$ cat config.mk
export PLATFORM = sky130hd
export DESIGN_NAME = i2c_temp_target
export DESIGN_NICKNAME = d
export VERILOG_FILES = /design/src/rtl/i2c_temp_target.sv
export SDC_FILE = /design/constraint.sdc
export NUM_CORES = 1
export LEC_CHECK = 0
export ABC_AREA = 1
export CAP_MARGIN = 5
export CORE_MARGIN = 10
export CORE_UTILIZATION = 50
export CTS_CLUSTER_SIZE = 28
export DETAILED_ROUTE_END_ITERATION = 8
export GPL_TIMING_DRIVEN = 0
export MAX_ROUTING_LAYER = met4
export PLACE_DENSITY_LB_ADDON = 0.1
export SYNTH_ARGS = -nofsm -noshare
export SYNTH_HDL_FRONTEND = slang
export SYNTH_SLANG_ARGS = --single-unit
$ cat constraint.sdc
create_clock -name clk_100MHz -period 1.9 [get_ports clk_100MHz]
set_clock_uncertainty 0.15 [all_clocks]
set_input_delay 0.285 -clock clk_100MHz [delete_from_list [all_inputs] [get_ports clk_100MHz]]
set_output_delay 0.285 -clock clk_100MHz [all_outputs]
set_load 0.02 [all_outputs]
$ cat src/rtl/i2c_temp_target.sv
// I2C target exposing an ADT7420-style register map (temperature, config, device ID).
// Register updates land a few core cycles after synchronized SCL edges; no clock stretching, SCL is never driven.
module i2c_temp_target #(
    parameter logic [6:0] ADDR   = 7'h4B,
    parameter logic [7:0] DEV_ID = 8'hCB
) (
    input  logic        clk_100MHz,
    input  logic        reset_n,
    input  logic        scl_i,
    input  logic        sda_i,
    output logic        sda_oe,
    input  logic [15:0] temp_in,
    output logic [7:0]  config_out,
    output logic        busy
);

    typedef enum logic [2:0] {
        S_IDLE, S_ADDR, S_ADDR_ACK, S_WR_BYTE, S_WR_ACK, S_RD_BYTE, S_RD_ACK
    } state_t;

    state_t      state_q, state_d;
    logic [2:0]  scl_sync_q, scl_sync_d;
    logic [2:0]  sda_sync_q, sda_sync_d;
    logic [3:0]  bit_cnt_q, bit_cnt_d;
    logic [7:0]  shreg_q, shreg_d;
    logic [7:0]  ptr_q, ptr_d;
    logic [7:0]  cfg_q, cfg_d;
    logic [15:0] snap_q, snap_d;
    logic        rw_q, rw_d;
    logic        first_q, first_d;
    logic        nack_q, nack_d;
    logic        sda_oe_q, sda_oe_d;
    logic        busy_q, busy_d;

    logic scl_now, scl_prev, sda_now, sda_prev;
    logic scl_rise, scl_fall, start_det, stop_det;
    logic [7:0] nxt_ptr, rd_byte;

    function automatic logic [7:0] rd_sel(input logic [7:0] p, input logic [15:0] s,
                                          input logic [7:0] c);
        case (p)
            8'h00:   rd_sel = s[15:8];
            8'h01:   rd_sel = s[7:0];
            8'h03:   rd_sel = c;
            8'h0B:   rd_sel = DEV_ID;
            default: rd_sel = 8'h00;
        endcase
    endfunction

    // [0],[1] are the synchronizer stages, [2] is the edge-detect history
    always_comb begin
        scl_sync_d = {scl_sync_q[1:0], scl_i};
        sda_sync_d = {sda_sync_q[1:0], sda_i};
    end

    assign scl_now   = scl_sync_q[1];
    assign scl_prev  = scl_sync_q[2];
    assign sda_now   = sda_sync_q[1];
    assign sda_prev  = sda_sync_q[2];
    assign scl_rise  = scl_now & ~scl_prev;
    assign scl_fall  = ~scl_now & scl_prev;
    assign start_det = scl_now & scl_prev & sda_prev & ~sda_now;
    assign stop_det  = scl_now & scl_prev & ~sda_prev & sda_now;

    always_comb begin
        state_d   = state_q;
        bit_cnt_d = bit_cnt_q;
        shreg_d   = shreg_q;
        ptr_d     = ptr_q;
        cfg_d     = cfg_q;
        snap_d    = snap_q;
        rw_d      = rw_q;
        first_d   = first_q;
        nack_d    = nack_q;
        sda_oe_d  = sda_oe_q;
        busy_d    = busy_q;
        nxt_ptr   = ptr_q + 8'd1;
        rd_byte   = 8'h00;

        case (state_q)
            S_IDLE: ;
            S_ADDR, S_WR_BYTE: begin
                if (scl_rise) begin
                    shreg_d   = {shreg_q[6:0], sda_now};
                    bit_cnt_d = bit_cnt_q + 4'd1;
                end else if (scl_fall && bit_cnt_q == 4'd8) begin
                    if (state_q == S_WR_BYTE) begin
                        sda_oe_d = 1'b1;
                        state_d  = S_WR_ACK;
                    end else if (shreg_q[7:1] == ADDR) begin
                        rw_d     = shreg_q[0];
                        sda_oe_d = 1'b1;
                        busy_d   = 1'b1;
                        state_d  = S_ADDR_ACK;
                    end else begin
                        sda_oe_d = 1'b0;
                        state_d  = S_IDLE;
                    end
                end
            end
            S_ADDR_ACK: begin
                if (scl_fall) begin
                    bit_cnt_d = 4'd0;
                    if (rw_q) begin
                        // First read byte comes straight from temp_in, matching the snapshot taken now
                        rd_byte  = rd_sel(ptr_q, temp_in, cfg_q);
                        snap_d   = temp_in;
                        shreg_d  = rd_byte;
                        sda_oe_d = ~rd_byte[7];
                        state_d  = S_RD_BYTE;
                    end else begin
                        sda_oe_d = 1'b0;
                        first_d  = 1'b1;
                        state_d  = S_WR_BYTE;
                    end
                end
            end
            S_WR_ACK: begin
                if (scl_fall) begin
                    sda_oe_d  = 1'b0;
                    bit_cnt_d = 4'd0;
                    state_d   = S_WR_BYTE;
                    if (first_q) begin
                        ptr_d   = shreg_q;
                        first_d = 1'b0;
                    end else begin
                        if (ptr_q == 8'h03)
                            cfg_d = shreg_q;
                        ptr_d = nxt_ptr;
                    end
                end
            end
            S_RD_BYTE: begin
                if (scl_rise) begin
                    bit_cnt_d = bit_cnt_q + 4'd1;
                end else if (scl_fall) begin
                    if (bit_cnt_q == 4'd8) begin
                        sda_oe_d = 1'b0;
                        state_d  = S_RD_ACK;
                    end else begin
                        shreg_d  = {shreg_q[6:0], 1'b0};
                        sda_oe_d = ~shreg_q[6];
                    end
                end
            end
            S_RD_ACK: begin
                if (scl_rise) begin
                    nack_d = sda_now;
                end else if (scl_fall) begin
                    if (nack_q) begin
                        state_d = S_IDLE;
                    end else begin
                        rd_byte   = rd_sel(nxt_ptr, snap_q, cfg_q);
                        ptr_d     = nxt_ptr;
                        shreg_d   = rd_byte;
                        sda_oe_d  = ~rd_byte[7];
                        bit_cnt_d = 4'd0;
                        state_d   = S_RD_BYTE;
                    end
                end
            end
            default: state_d = S_IDLE;
        endcase

        if (stop_det) begin
            state_d   = S_IDLE;
            sda_oe_d  = 1'b0;
            busy_d    = 1'b0;
            bit_cnt_d = 4'd0;
        end else if (start_det) begin
            state_d   = S_ADDR;
            sda_oe_d  = 1'b0;
            busy_d    = 1'b0;
            bit_cnt_d = 4'd0;
        end
    end

    always_ff @(posedge clk_100MHz or negedge reset_n) begin
        if (!reset_n) begin
            state_q    <= S_IDLE;
            scl_sync_q <= 3'b111;
            sda_sync_q <= 3'b111;
            bit_cnt_q  <= 4'd0;
            shreg_q    <= 8'h00;
            ptr_q      <= 8'h00;
            cfg_q      <= 8'h00;
            snap_q     <= 16'h0000;
            rw_q       <= 1'b0;
            first_q    <= 1'b0;
            nack_q     <= 1'b0;
            sda_oe_q   <= 1'b0;
            busy_q     <= 1'b0;
        end else begin
            state_q    <= state_d;
            scl_sync_q <= scl_sync_d;
            sda_sync_q <= sda_sync_d;
            bit_cnt_q  <= bit_cnt_d;
            shreg_q    <= shreg_d;
            ptr_q      <= ptr_d;
            cfg_q      <= cfg_d;
            snap_q     <= snap_d;
            rw_q       <= rw_d;
            first_q    <= first_d;
            nack_q     <= nack_d;
            sda_oe_q   <= sda_oe_d;
            busy_q     <= busy_d;
        end
    end

    assign sda_oe     = sda_oe_q;
    assign config_out = cfg_q;
    assign busy       = busy_q;

endmodule

## Yosys cells after proc, flatten, opt, wreduce, memory -nomap -nowiden

Cells that the tools add are included.

- Register bits after elaboration: 58
- Input bits: 20
- Output and inout port bits: 10

- Add/subtract/negate cells: 2
- Eq/ne operators: 40
- Muxes and demuxes: 75
- Bitwise logic cells: 17
- Reduce and logical (&&, ||, !) cells: 26

Operator list:

| cell | number |
|---|---|
| 8-bit two-way mux | 21 |
| 8-bit one-hot mux with 4 select lines | 3 |
| 3-bit two-way mux | 14 |
| 4-bit != test, second input constant | 10 |
| 10-bit AND reduction | 3 |
| 4-bit two-way mux | 7 |
| 1-bit two-way mux | 24 |
| 2-bit != test, second input constant | 11 |
| 3-bit one-hot mux with 6 select lines | 1 |
| 8-bit by 1-bit == test with 1-bit output, second input constant | 2 |
| 8-bit by 2-bit == test with 1-bit output, second input constant | 2 |
| 8-bit by 4-bit == test with 1-bit output, second input constant | 2 |
| 8-bit logical NOT | 2 |
| 8-bit one-hot mux with 2 select lines | 1 |
| 5-bit AND reduction | 3 |
| 4-bit one-hot mux with 3 select lines | 1 |
| 1-bit NOT | 10 |
| 3-bit == test, second input constant | 3 |
| 3-bit nonzero test | 3 |
| 8-bit by 1-bit adder with 8-bit output, second input constant | 1 |
| 4-bit by 1-bit != test with 1-bit output, second input constant | 2 |
| 4-bit AND reduction | 2 |
| 1-bit bitwise AND | 7 |
| 7-bit == test, second input constant | 1 |
| 20 further kinds | 24 |

## Depth between registers and ports, before layout

- Depth in word-level cells: 14
- Gate-level depth with buffers: 14
- Depth with buffers taken out: 14

## Worst setup path after synthesis

No wires, ideal clock.

- Kind: reg2reg
- Start point: reg state_q[0]
- End point: reg snap_q[0]
- Library setup time: 0.125 ns
- Arrival time: 1.622 ns
- Setup slack: 0.004 ns
- Stages on the path, launching flop included: 11
- Buffers on the path: 2
- Clock period less this slack: 1.896 ns
- Path through: dfrtp_1 buf_6 inv_2 nand2_2 nor2_4 inv_1 nor2_1 inv_1 nor2_4 buf_6 mux2_2

- Word-level cells in the longest chain between the ends: 2

Ends and longest elaborated chain:

| item | RTL line | source |
|---|---|---|
| start: declaration | 21 | `state_t state_q, state_d;` |
| start signal: assignment | 194 | `state_q <= state_d;` |
| 3-bit by 2-bit == test with 1-bit output | 80 | `case (state_q)` |
| 3-bit AND reduction (no source line) | -- |  |
| end signal: assignment | 201 | `snap_q <= snap_d;` |
| end: declaration | 28 | `logic [15:0] snap_q, snap_d;` |

Every way passes these cells.
A chain may end at the register's enable or synchronous reset.

## Worst setup path in the final report

- Start point: reg ptr_q[0]
- End point: reg sda_oe_q, in the netlist sda_oe

- Word-level cells in the longest chain between the ends: 14
- Elaborated cells between the ends (all ways): 28
- Classes of those cells: add/sub (1); eq/ne (6); mux (17); bitwise (2); reduce/logical (2)

Ends and longest elaborated chain:

| item | RTL line | source |
|---|---|---|
| start: declaration | 26 | `logic [7:0] ptr_q, ptr_d;` |
| start signal: assignment | 199 | `ptr_q <= ptr_d;` |
| 8-bit by 1-bit adder with 8-bit output | 77 | `nxt_ptr = ptr_q + 8'd1;` |
| 8-bit by 4-bit == test with 1-bit output (tied with other cells) | 41 | `case (p)` |
| 8-bit one-hot mux with 4 select lines | 41 |  |
| 8-bit two-way mux | 150 | `if (nack_q) begin` |
| 8-bit two-way mux | 149 | `end else if (scl_fall) begin` |
| 8-bit two-way mux | 147 | `if (scl_rise) begin` |
| 8-bit two-way mux | 80 |  |
| 1-bit NOT | 156 | `sda_oe_d = ~rd_byte[7];` |
| 1-bit two-way mux | 150 |  |
| 1-bit two-way mux | 149 |  |
| 1-bit two-way mux | 147 |  |
| 1-bit one-hot mux with 5 select lines * | 80 |  |
| 1-bit two-way mux * | 170 | `end else if (start_det) begin` |
| 1-bit two-way mux * | 165 | `if (stop_det) begin` |
| end signal: assignment | 205 | `sda_oe_q <= sda_oe_d;` |
| end: declaration | 32 | `logic sda_oe_q, sda_oe_d;` |

Every way passes the cells marked *; elsewhere a longest branch is shown, timed or not. The select of a mux whose other input is x is not followed.

==> reports/metrics.yaml <==
cp.depth: 15
regToRegSetupSlack_ps: -170
drc: 0
fmax_ghz: 0.483
clock_power_share: 0.192
syn_area_um2: 3510
synth_common_cells: "nand2_1, dfrtp_1, inv_1"
synth_top_family_by_area: "simple AND/OR/NAND/NOR gates"
synth_cells: 458
outcome: "finished, violations left"
synth_ff_type: "dfrtp_1"
cpMostUsedCell: "nand2_1"
seq_power_share: 0.283
finalNetCount: 566
r2r-start: "ptr_q[0]"
start_util: 0.517
syn_area_per_cell_um2: 7.67
avgRoutedWirePerCell_um: 16.7
synth_cell_type_count: 40
clk_pin_slew_ps: 80
antenna_found_initial: 0
diodes: 0
die_y_um: 104
ys_seq_area_frac: 0.416
maxSlewHeadroom: 0.643
synth-seq-cells: 58
slowest_delay_ps: 420
dr.pass1.iters: 5
worstMarginPinSlew_ps: 536
end_kind: "flip-flop"
async_flop_share: 1.00
critical_path_arrival_ps: 2160
final.setup.tns_ps: -1160
grt_pass1_vias: 3634
violations: "setup timing"
cts.sinks: 58
power_density_nw_per_um2: 1380
p_leak_nw: 2.30
hold_depth: 1
synth_mux_area_frac: 0.0513
pin_count: 30
worst_ir_drop_vdd_v: 0.000665
critPathKind: "flip-flop to flip-flop"
max-cap-violations: 0
cp_max_fo: 4
row_count: 30
r2r-end: "sda_oe"
path_cells: "ha_4 > inv_1 > nand2_1 > nand2_1 > inv_2 > nand3_4 > nor2_4 > buf_4 > nand4_1 > nand2_1 > nor2_1 > nand2_1 > nand2_1 > nand2_1 > nand2_1"
switching_power_w: 0.00305
fill_cells: 547
antenna_left: 0
die_w_um: 104
synth.net_count: 485
area_growth_pct: 37.5
synth-xor-area-share: 0.00499
cts_buffers: 9
synth_fa_ha_area_frac: 0.0249
port-buffer-count: 29
p_int_w: 0.00361
pwr-share-comb: 0.525
core_um2: 6790
synth_compound_area_frac: 0.133
viasPerCell: 5.61
synth_top_area_frac: 0.371
fin_crit_ps: 2070
path_buf_inv: 3
synth_area_leaders: "dfrtp_1, nand2_1, o21ai_0"
drt_iter0_drc: 218
cts.path.max_buffers: 2
gp_congestion: 0.915
rsz0062_at_grt: "yes"
synth.most_common_cell: "nand2_1"
synth_edf_count: 0
grt_max_degree: 38
switching_share: 0.458
worst_hold_slack_ps: 191
root_buffer: "clkbuf_8"
maxSlewViolCount: 0
cpLargestDelayFamily: "simple AND/OR/NAND/NOR gates"
setup_ws_ps: -171
reg2regPathDepth: 15
hold_path_class: "input port to flip-flop"
finalWirelength_um: 10700
cts_htree_levels: 3
vias: 3592
dp_slack_ps: -508
worstPathRequired_ps: 1990
worstSetupStartpointType: "flip-flop"
hpwl_um: 7050
overflow: 0
crit_path_top_delay_cell: "dfrtp_2"
clock_latency_ps: 350
setup-violations-final: 14
synth_top_area_cell: "dfrtp_1"
crit_start: "ptr_q[0]"
cts_tree: "done"
dieArea_um2: 10800
min_period_over_period: 1.09
gr-usage-all-layers: 0.199
hold_viol: 0
grt_pass1_wl_um: 17400
yosysWarnings: 0
drive_gt1_frac: 0.289
crit_path_end: "sda_oe"
synthSimpleGateAreaFrac: 0.294
## layout make-up
| class | count | area, um2 | area share |
|---|---|---|---|
| Buffer | 4 | 26.3 | 0.00544 |
| Clock buffer | 9 | 124 | 0.0257 |
| Clock inverter | 7 | 93.8 | 0.0194 |
| Inverter | 58 | 233 | 0.0482 |
| Multi-Input combinational cell | 337 | 2070 | 0.428 |
| Sequential cell | 58 | 1470 | 0.304 |
| Tap cell | 96 | 120 | 0.0249 |
| Timing Repair Buffer | 71 | 698 | 0.145 |
## logic make-up after synthesis
kind of cell	count (synthesis)
muxes	16
xor gates and xnor gates	2
AOI/OAI and AO/OA	84
buffers and inverters	64
adders and majority gates	7
and+or+nand+nor	227
DFF	58
## stage by stage
step                      cells   util  cell area [um2]  power, W
after CTS                   632  0.690             4690   0.00637
after floorplan             458      -             3510   0.00364
after global routing        640  0.711             4830   0.00710
final                       640  0.711             4830   0.00666
after global placement      583  0.577             3920   0.00434
after detailed placement    584  0.579             3940   0.00438
## routing by layer
layer	wire length (um)	GRT usage	up-vias
li1	-	-	1678
met1	4600	0.238	1732
met2	5090	0.323	142
met3	636	0.0341	40
met4	370	0.0875	0
met5	0	-	-
## worst register-to-register path: cells and delay by family (launching register included)
kind | cells | cell delay (ps)
AND/OR/NAND/NOR | 11 | 890
adder cells (fa/ha/maj) | 1 | 190
flip-flops | 1 | 420
buffers and inverters | 3 | 300
## power groups by stage
stage          registers, W  logic [W]  clock network (W)
3_5_place_dp        0.00184    0.00254                  0
2_1_floorplan       0.00180    0.00185                  0
5_1_grt             0.00193    0.00383            0.00134
6_report            0.00188    0.00350            0.00128
4_1_cts             0.00185    0.00324            0.00128
3_3_place_gp        0.00183    0.00251                  0
## sequential cells by signal (all words and copies together) (netlist names)
| signal | flops |
|---|---|
| snap_q | 16 |
| config_out | 8 |
| ptr_q | 8 |
| shreg_q | 8 |
| bit_cnt_q | 4 |
| scl_sync_q | 3 |
| sda_sync_q | 3 |
| state_q | 3 |
| busy | 1 |
| first_q | 1 |
| nack_q | 1 |
| rw_q | 1 |
| sda_oe | 1 |
## cells in the final DEF, fill, tap and decap left out, types with 9 or more instances in the layout
cell type,Yosys,final
inv_1,52,43
o21ai_0,39,34
clkbuf_8,0,9
clkdlybuf4s50_1,0,28
inv_2,5,11
nand2_2,4,10
mux2_4,0,10
nand4_1,13,13
buf_4,1,27
a21oi_1,22,22
nor2_1,41,35
dfrtp_1,52,46
nor2_4,6,14
nand2_1,125,116
buf_6,2,11
nand3_1,20,17
## worst min-delay path by stage
stage	startpoint	end	slack, ps
2_1_floorplan	reset_n	bit_cnt_q[0]	-160
3_3_place_gp	scl_sync_q[0]	scl_sync_q[1]	200
3_5_place_dp	reset_n	ptr_q[0]	140
6_report	sda_i	sda_sync_q[0]	190
5_1_grt	scl_i	scl_sync_q[0]	190
4_1_cts	sda_i	sda_sync_q[0]	190
## what timing repair did
item,in CTS,in global routing
hold buffers,1,0
gates cloned,2,0
endpoints found under the setup margin,48,48
endpoints found under the hold margin,21,0
pin swaps,30,15
resized for setup,68,34
setup buffers,29,11
(Power assumes the default switching activity.)
